==> src/rtl/id_ex_fwd_stage.sv <==
// ID->EX pipeline register with a prioritised NUM_FWD-source forwarding network,
// load-use hazard detection (bubble insertion) and operand refresh while stalled.
module id_ex_fwd_stage #(
   parameter int XLEN    = 32,
   parameter int RA_W    = 5,
   parameter int NUM_FWD = 2
) (
   input  logic                      clk_in,
   input  logic                      rst_n_in,
   input  logic                      rdy_in,
   input  logic                      flush_in,
   input  logic                      stall_in,
   input  logic                      id_valid_in,
   input  logic [XLEN-1:0]           id_pc,
   input  logic [RA_W-1:0]           id_rs1_addr,
   input  logic [RA_W-1:0]           id_rs2_addr,
   input  logic [XLEN-1:0]           id_rs1_data,
   input  logic [XLEN-1:0]           id_rs2_data,
   input  logic                      id_rs1_used,
   input  logic                      id_rs2_used,
   input  logic [RA_W-1:0]           id_rd_addr,
   input  logic [XLEN-1:0]           id_imm,
   input  logic [6:0]                id_ins_type,
   input  logic [2:0]                id_ins_details,
   input  logic                      id_ins_diff,
   input  logic [NUM_FWD-1:0]        fwd_valid,
   input  logic [NUM_FWD-1:0]        fwd_ready,
   input  logic [NUM_FWD*RA_W-1:0]   fwd_addr,
   input  logic [NUM_FWD*XLEN-1:0]   fwd_data,
   output logic                      ex_valid,
   output logic [XLEN-1:0]           ex_pc,
   output logic [XLEN-1:0]           ex_imm,
   output logic [RA_W-1:0]           ex_rs1_addr,
   output logic [RA_W-1:0]           ex_rs2_addr,
   output logic [RA_W-1:0]           ex_rd_addr,
   output logic [XLEN-1:0]           ex_rs1_data,
   output logic [XLEN-1:0]           ex_rs2_data,
   output logic [6:0]                ex_ins_type,
   output logic [2:0]                ex_ins_details,
   output logic                      ex_ins_diff,
   output logic                      hazard_stall_out
);

   localparam logic [6:0] INS_ADDI = 7'b0010011;

   typedef struct packed {
      logic            valid;
      logic [XLEN-1:0] pc;
      logic [XLEN-1:0] imm;
      logic [RA_W-1:0] rs1_addr;
      logic [RA_W-1:0] rs2_addr;
      logic [RA_W-1:0] rd_addr;
      logic [XLEN-1:0] rs1_data;
      logic [XLEN-1:0] rs2_data;
      logic [6:0]      ins_type;
      logic [2:0]      ins_details;
      logic            ins_diff;
   } stage_t;

   typedef struct packed {
      logic            pend;
      logic [XLEN-1:0] data;
   } res_t;

   stage_t stage_q;
   stage_t stage_d;
   res_t   id1_res_s;
   res_t   id2_res_s;
   res_t   ex1_res_s;
   res_t   ex2_res_s;
   logic   hazard_s;

   // A bubble doubles as the reset image so both paths stay identical.
   function automatic stage_t bubble();
      stage_t b;
      b          = '0;
      b.ins_type = INS_ADDI;
      return b;
   endfunction

   // Lowest index wins; x0 short-circuits every source.
   function automatic res_t resolve(
      input logic [RA_W-1:0]         addr,
      input logic [XLEN-1:0]         rf_data,
      input logic [NUM_FWD-1:0]      fv,
      input logic [NUM_FWD-1:0]      fr,
      input logic [NUM_FWD*RA_W-1:0] fa,
      input logic [NUM_FWD*XLEN-1:0] fd
   );
      res_t r;
      logic found;
      r.pend = 1'b0;
      r.data = rf_data;
      found  = 1'b0;
      if (addr == {RA_W{1'b0}}) begin
         r.data = {XLEN{1'b0}};
      end else begin
         for (int i = 0; i < NUM_FWD; i++) begin
            if (!found && fv[i] && (fa[i*RA_W +: RA_W] == addr)) begin
               found = 1'b1;
               if (fr[i]) begin
                  r.data = fd[i*XLEN +: XLEN];
               end else begin
                  r.pend = 1'b1;
               end
            end else begin
               found = found;
            end
         end
      end
      return r;
   endfunction

   // Operand resolution for both the incoming and the held instruction.
   always_comb begin
      id1_res_s = resolve(id_rs1_addr, id_rs1_data, fwd_valid, fwd_ready, fwd_addr, fwd_data);
      id2_res_s = resolve(id_rs2_addr, id_rs2_data, fwd_valid, fwd_ready, fwd_addr, fwd_data);
      ex1_res_s = resolve(stage_q.rs1_addr, stage_q.rs1_data, fwd_valid, fwd_ready, fwd_addr, fwd_data);
      ex2_res_s = resolve(stage_q.rs2_addr, stage_q.rs2_data, fwd_valid, fwd_ready, fwd_addr, fwd_data);
      hazard_s  = id_valid_in && ((id_rs1_used && id1_res_s.pend) ||
                                  (id_rs2_used && id2_res_s.pend));
   end

   assign hazard_stall_out = hazard_s;

   // Next-state selection: rdy, flush, stall (with refresh), hazard, capture.
   always_comb begin
      stage_d = stage_q;
      if (!rdy_in) begin
         stage_d = stage_q;
      end else if (flush_in) begin
         stage_d = bubble();
      end else if (stall_in) begin
         if (stage_q.valid) begin
            stage_d.rs1_data = ex1_res_s.pend ? stage_q.rs1_data : ex1_res_s.data;
            stage_d.rs2_data = ex2_res_s.pend ? stage_q.rs2_data : ex2_res_s.data;
         end else begin
            stage_d = stage_q;
         end
      end else if (hazard_s) begin
         stage_d = bubble();
      end else begin
         stage_d.valid       = id_valid_in;
         stage_d.pc          = id_pc;
         stage_d.imm         = id_imm;
         stage_d.rs1_addr    = id_rs1_addr;
         stage_d.rs2_addr    = id_rs2_addr;
         stage_d.rd_addr     = id_rd_addr;
         stage_d.rs1_data    = id1_res_s.data;
         stage_d.rs2_data    = id2_res_s.data;
         stage_d.ins_type    = id_ins_type;
         stage_d.ins_details = id_ins_details;
         stage_d.ins_diff    = id_ins_diff;
      end
   end

   // Stage register.
   always_ff @(posedge clk_in or negedge rst_n_in) begin
      if (!rst_n_in) begin
         stage_q <= bubble();
      end else begin
         stage_q <= stage_d;
      end
   end

   assign ex_valid       = stage_q.valid;
   assign ex_pc          = stage_q.pc;
   assign ex_imm         = stage_q.imm;
   assign ex_rs1_addr    = stage_q.rs1_addr;
   assign ex_rs2_addr    = stage_q.rs2_addr;
   assign ex_rd_addr     = stage_q.rd_addr;
   assign ex_rs1_data    = stage_q.rs1_data;
   assign ex_rs2_data    = stage_q.rs2_data;
   assign ex_ins_type    = stage_q.ins_type;
   assign ex_ins_details = stage_q.ins_details;
   assign ex_ins_diff    = stage_q.ins_diff;

endmodule

==> config.mk <==
export PLATFORM = sky130hd
export DESIGN_NAME = id_ex_fwd_stage
export DESIGN_NICKNAME = d
export VERILOG_FILES = /design/src/rtl/id_ex_fwd_stage.sv
export SDC_FILE = /design/constraint.sdc
export NUM_CORES = 1
export LEC_CHECK = 0
export ABC_AREA = 1
export BUFFER_PORTS_ARGS = -buffer_cell sky130_fd_sc_hd__buf_2
export CORE_ASPECT_RATIO = 1.5
export CORE_UTILIZATION = 25
export CTS_CLUSTER_DIAMETER = 100
export DETAILED_ROUTE_END_ITERATION = 12
export GPL_TIMING_DRIVEN = 1
export PLACE_DENSITY = 0.53
export SYNTH_ARGS = -nofsm -noshare
export SYNTH_HDL_FRONTEND = slang
export SYNTH_SLANG_ARGS = --single-unit
==> constraint.sdc <==
create_clock -name clk_in -period 3.9 [get_ports clk_in]
set_input_delay 0.195 -clock clk_in [delete_from_list [all_inputs] [get_ports clk_in]]
set_output_delay 0.195 -clock clk_in [all_outputs]
set_load 0.05 [all_outputs]
==> run_results.csv <==
group,metric,value,unit
timing,tns,0,ns
worst_setup_path,critPathMaxFanout,39,
power,max-vdd-ir-drop,0.0003274,V
floorplan,pin_count,396,
floorplan,die-height,284.7,um
worst_setup_path,critPathRequiredTime,4.31,ns
worst_setup_path,rrSetupSlack,1.15,ns
yosys,ys_warn_count,0,
worst_setup_path,crit_type,"register to register",
yosys,synthTopCellsByArea,"dfrtp_1 (29%), nand2_1 (25%), o21ai_0 (9.4%), inv_1 (9.0%), a21oi_1 (7.3%)",
clock_network,cts-htree-levels,4,
run,maxCapViolCount,0,
clock_network,cts_buffers,17,
floorplan,dieArea,54210,um2
worst_hold_path,holdCritStartpoint,"id_pc[15]",
floorplan,core_area,52580,um2
clock_network,cts.path.max_buffers,2,
floorplan,start_util,0.2533,
drt,dr.pass1.iters,5,
cells_and_area,finish.utilization,0.3256,
cells_and_area,final_cell_mix,"nand2_1 (895), buf_2 (394), inv_1 (317)",
placed_design,gp_congestion,0.8742,
cells_and_area,finalInstanceArea,17120,um2
power,p_leak,10.48,nW
drt,wl_per_cell,18.35,um
cells_and_area,final_common_cell,"nand2_1",
drt,drt_iter0_markers,957,
timing,final_max_slew_viol_count,0,
drt,drc,0,
global_route,grt_pass1_wl,94.08,mm
placed_design,port_buffers,395,
cells_and_area,n_fill_cell,5952,
global_route,grt_use_total,0.2304,
timing,whs,0.02222,ns
timing,setup_viol,0,
yosys,synth-seq-cells,155,
worst_hold_path,hold_class,"input port to register",
yosys,syn_inst,2368,
timing,skew,0.01298,ns
yosys,synth_top_cell_by_area,"dfrtp_1",
drt,wl,62.93,mm
timing,post-route-min-period,2.751,ns
global_route,grt_remaining_overflow,0,
cells_and_area,drive_gt1_frac,0.1856,
timing,tightest_slew,1.095,ns
yosys,seq_area_frac_synth,0.2916,
worst_hold_path,hold_end,"ex_pc[15]",
power,power_density,348.0,nW/um2
worst_hold_path,holdPathStages,3,
clock_network,cts_tree,"done",
clock_network,cts_sinks,155,
timing,timing.final.crit_share,0.7055,
yosys,muxShareOfSynthArea,0,
worst_setup_path,end_kind,"register",
worst_setup_path,reg2regPathDepth,12,
drt,ant_nets,0,
worst_setup_path,cp_data_arrival_time,3.16,ns
worst_setup_path,timing.rr.start,"ex_rs1_addr[4]",
drt,via_per_inst,4.718,
clock_network,root_buffer,"clkbuf_16",
yosys,synth_top_family_by_area,"simple AND/OR/NAND/NOR gates",
floorplan,die_x,190.4,um
global_route,first_global_vias,15420,
yosys,synth_adder_area_share,0,
cells_and_area,nets,2970,
timing,grt_setup_unrepaired,"no",
timing,fmax,363.4,MHz
yosys,syn-num-nets,2608,
global_route,grt_max_degree,100,
yosys,yosys.area.top_type_share,0.2856,
worst_setup_path,rr_endpoint,"ex_rs1_data[11]",
worst_setup_path,crit_path_start_kind,"register",
placed_design,dpl_cell_area,15770,um2
placed_design,dp_hpwl,41.98,mm
clock_network,cts_setup_buffers,0,
yosys,syn_avg_cell_area,5.624,um2
floorplan,fp-row-count,103,
timing,maxSlewHeadroom,0.2701,
yosys,synthSimpleGateAreaFrac,0.3698,
yosys,synth_compound_area_frac,0.1869,
cells_and_area,area_growth,28.57,%
clock_network,clkTransAtPathRegs,0.08,ns
clock_network,cts_resized,0,
yosys,ys_types,25,
drt,vias,16180,
yosys,synth-xor-area-share,0,
timing,hold_viol,0,
status,status,"finished clean",
yosys,synth.cell_area,13320,um2
global_route,antenna_found_initial,13,
clock_network,clk_latency,0.47,ns
==> cells in the mapped netlist, drive strengths merged <==
master	count
dfrtp	152
nor3	5
clkbuf	85
dfstp	3
inv	327
buf	75
o22ai	11
a21oi	195
nand3	155
o21ai	276
nor2	180
nand4	4
nand2	900
==> critical path, cell delays in order (launching register included) <==
cell,delay [ns]
dfrtp_1,0.43
inv_1,0.14
nand2_1,0.07
a21oi_1,0.25
nand3_4,0.43
nor2_1,0.22
nor2_1,0.06
nand2_1,0.10
nand3_2,0.29
buf_4,0.37
a21oi_1,0.17
nand2_1,0.07
nand2_1,0.05
==> state kept, by name, indices dropped and copies added, names as in the netlist <==
| name | count |
|---|---|
| ex_rd_addr | 5 |
| ex_valid | 1 |
| ex_rs1_data | 32 |
| ex_ins_type | 7 |
| ex_rs1_addr | 5 |
| ex_ins_diff | 1 |
| ex_pc | 32 |
| ex_imm | 32 |
| ex_ins_details | 3 |
| ex_rs2_data | 32 |
| ex_rs2_addr | 5 |
==> layer usage <==
metal,GRT usage,wire length (um)
met1,0.2642,24530
met2,0.4035,31460
met3,0.04322,4145
met4,0.1144,2713
met5,0,83
==> per-stage QoR <==
step | power [mW] | setup WS, ns | cells
2_1_floorplan | 3.396 | 1.851 | 2368
3_3_place_gp | 4.124 | 1.035 | 3320
3_5_place_dp | 4.121 | 1.047 | 3320
4_1_cts | 6.040 | 1.140 | 3425
5_1_grt | 6.316 | 0.9294 | 3426
6_report | 5.958 | 1.149 | 3429
==> timing repair <==
item,in CTS,in global routing
setup endpoints to repair,0,0
hold endpoints to repair,169,0
hold buffers,73,0
==> cell type report <==
| cell class | count | area (um2) | share of cell area |
|---|---|---|---|
| diodes | 4 | 10.01 | 0.0005846 |
| clock buffers | 18 | 439.2 | 0.02565 |
| clock inverters | 14 | 167.7 | 0.009792 |
| inverters | 327 | 1232 | 0.07198 |
| multi-input cells | 1726 | 7507 | 0.4385 |
| flip-flops and latches | 155 | 3882 | 0.2268 |
| well taps | 682 | 853.3 | 0.04984 |
| repair buffers | 503 | 3029 | 0.1769 |
==> how the worst max path moves through the flow <==
stage / startpoint / end / slack [ns] / cells after the start
3_5_place_dp: fwd_addr[3] / ex_rs1_data[24] / 1.05 / 15
3_3_place_gp: fwd_addr[3] / ex_rs1_data[15] / 1.04 / 15
5_1_grt: ex_rs1_addr[4] / ex_rs1_data[11] / 0.93 / 12
2_1_floorplan: ex_rs1_addr[0] / ex_rs1_data[18] / 1.85 / 13
6_report: ex_rs1_addr[4] / ex_rs1_data[11] / 1.15 / 12
4_1_cts: fwd_addr[3] / hazard_stall_out / 1.14 / 14
==> where the power goes <==
part / internal [mW] / leakage, nW / switching [mW] / total, mW
Combinational: 0.637 / 8.14 / 1.61 / 2.24
Sequential: 1.77 / 2.05 / 0.135 / 1.90
Clock: 0.887 / 0.298 / 0.927 / 1.81
Total: 3.29 / 10.5 / 2.67 / 5.96
==> kinds of logic (layout without fill, tap and decap cells) <==
| family | count (synthesis) | in the layout |
|---|---|---|
| buffers and inverters | 487 | 862 |
| AND/OR/NAND/NOR | 1244 | 1244 |
| flip-flops | 155 | 155 |
| AO/OA/AOI/OAI | 482 | 482 |
| other | 0 | 4 |
(Power assumes the default switching activity.)
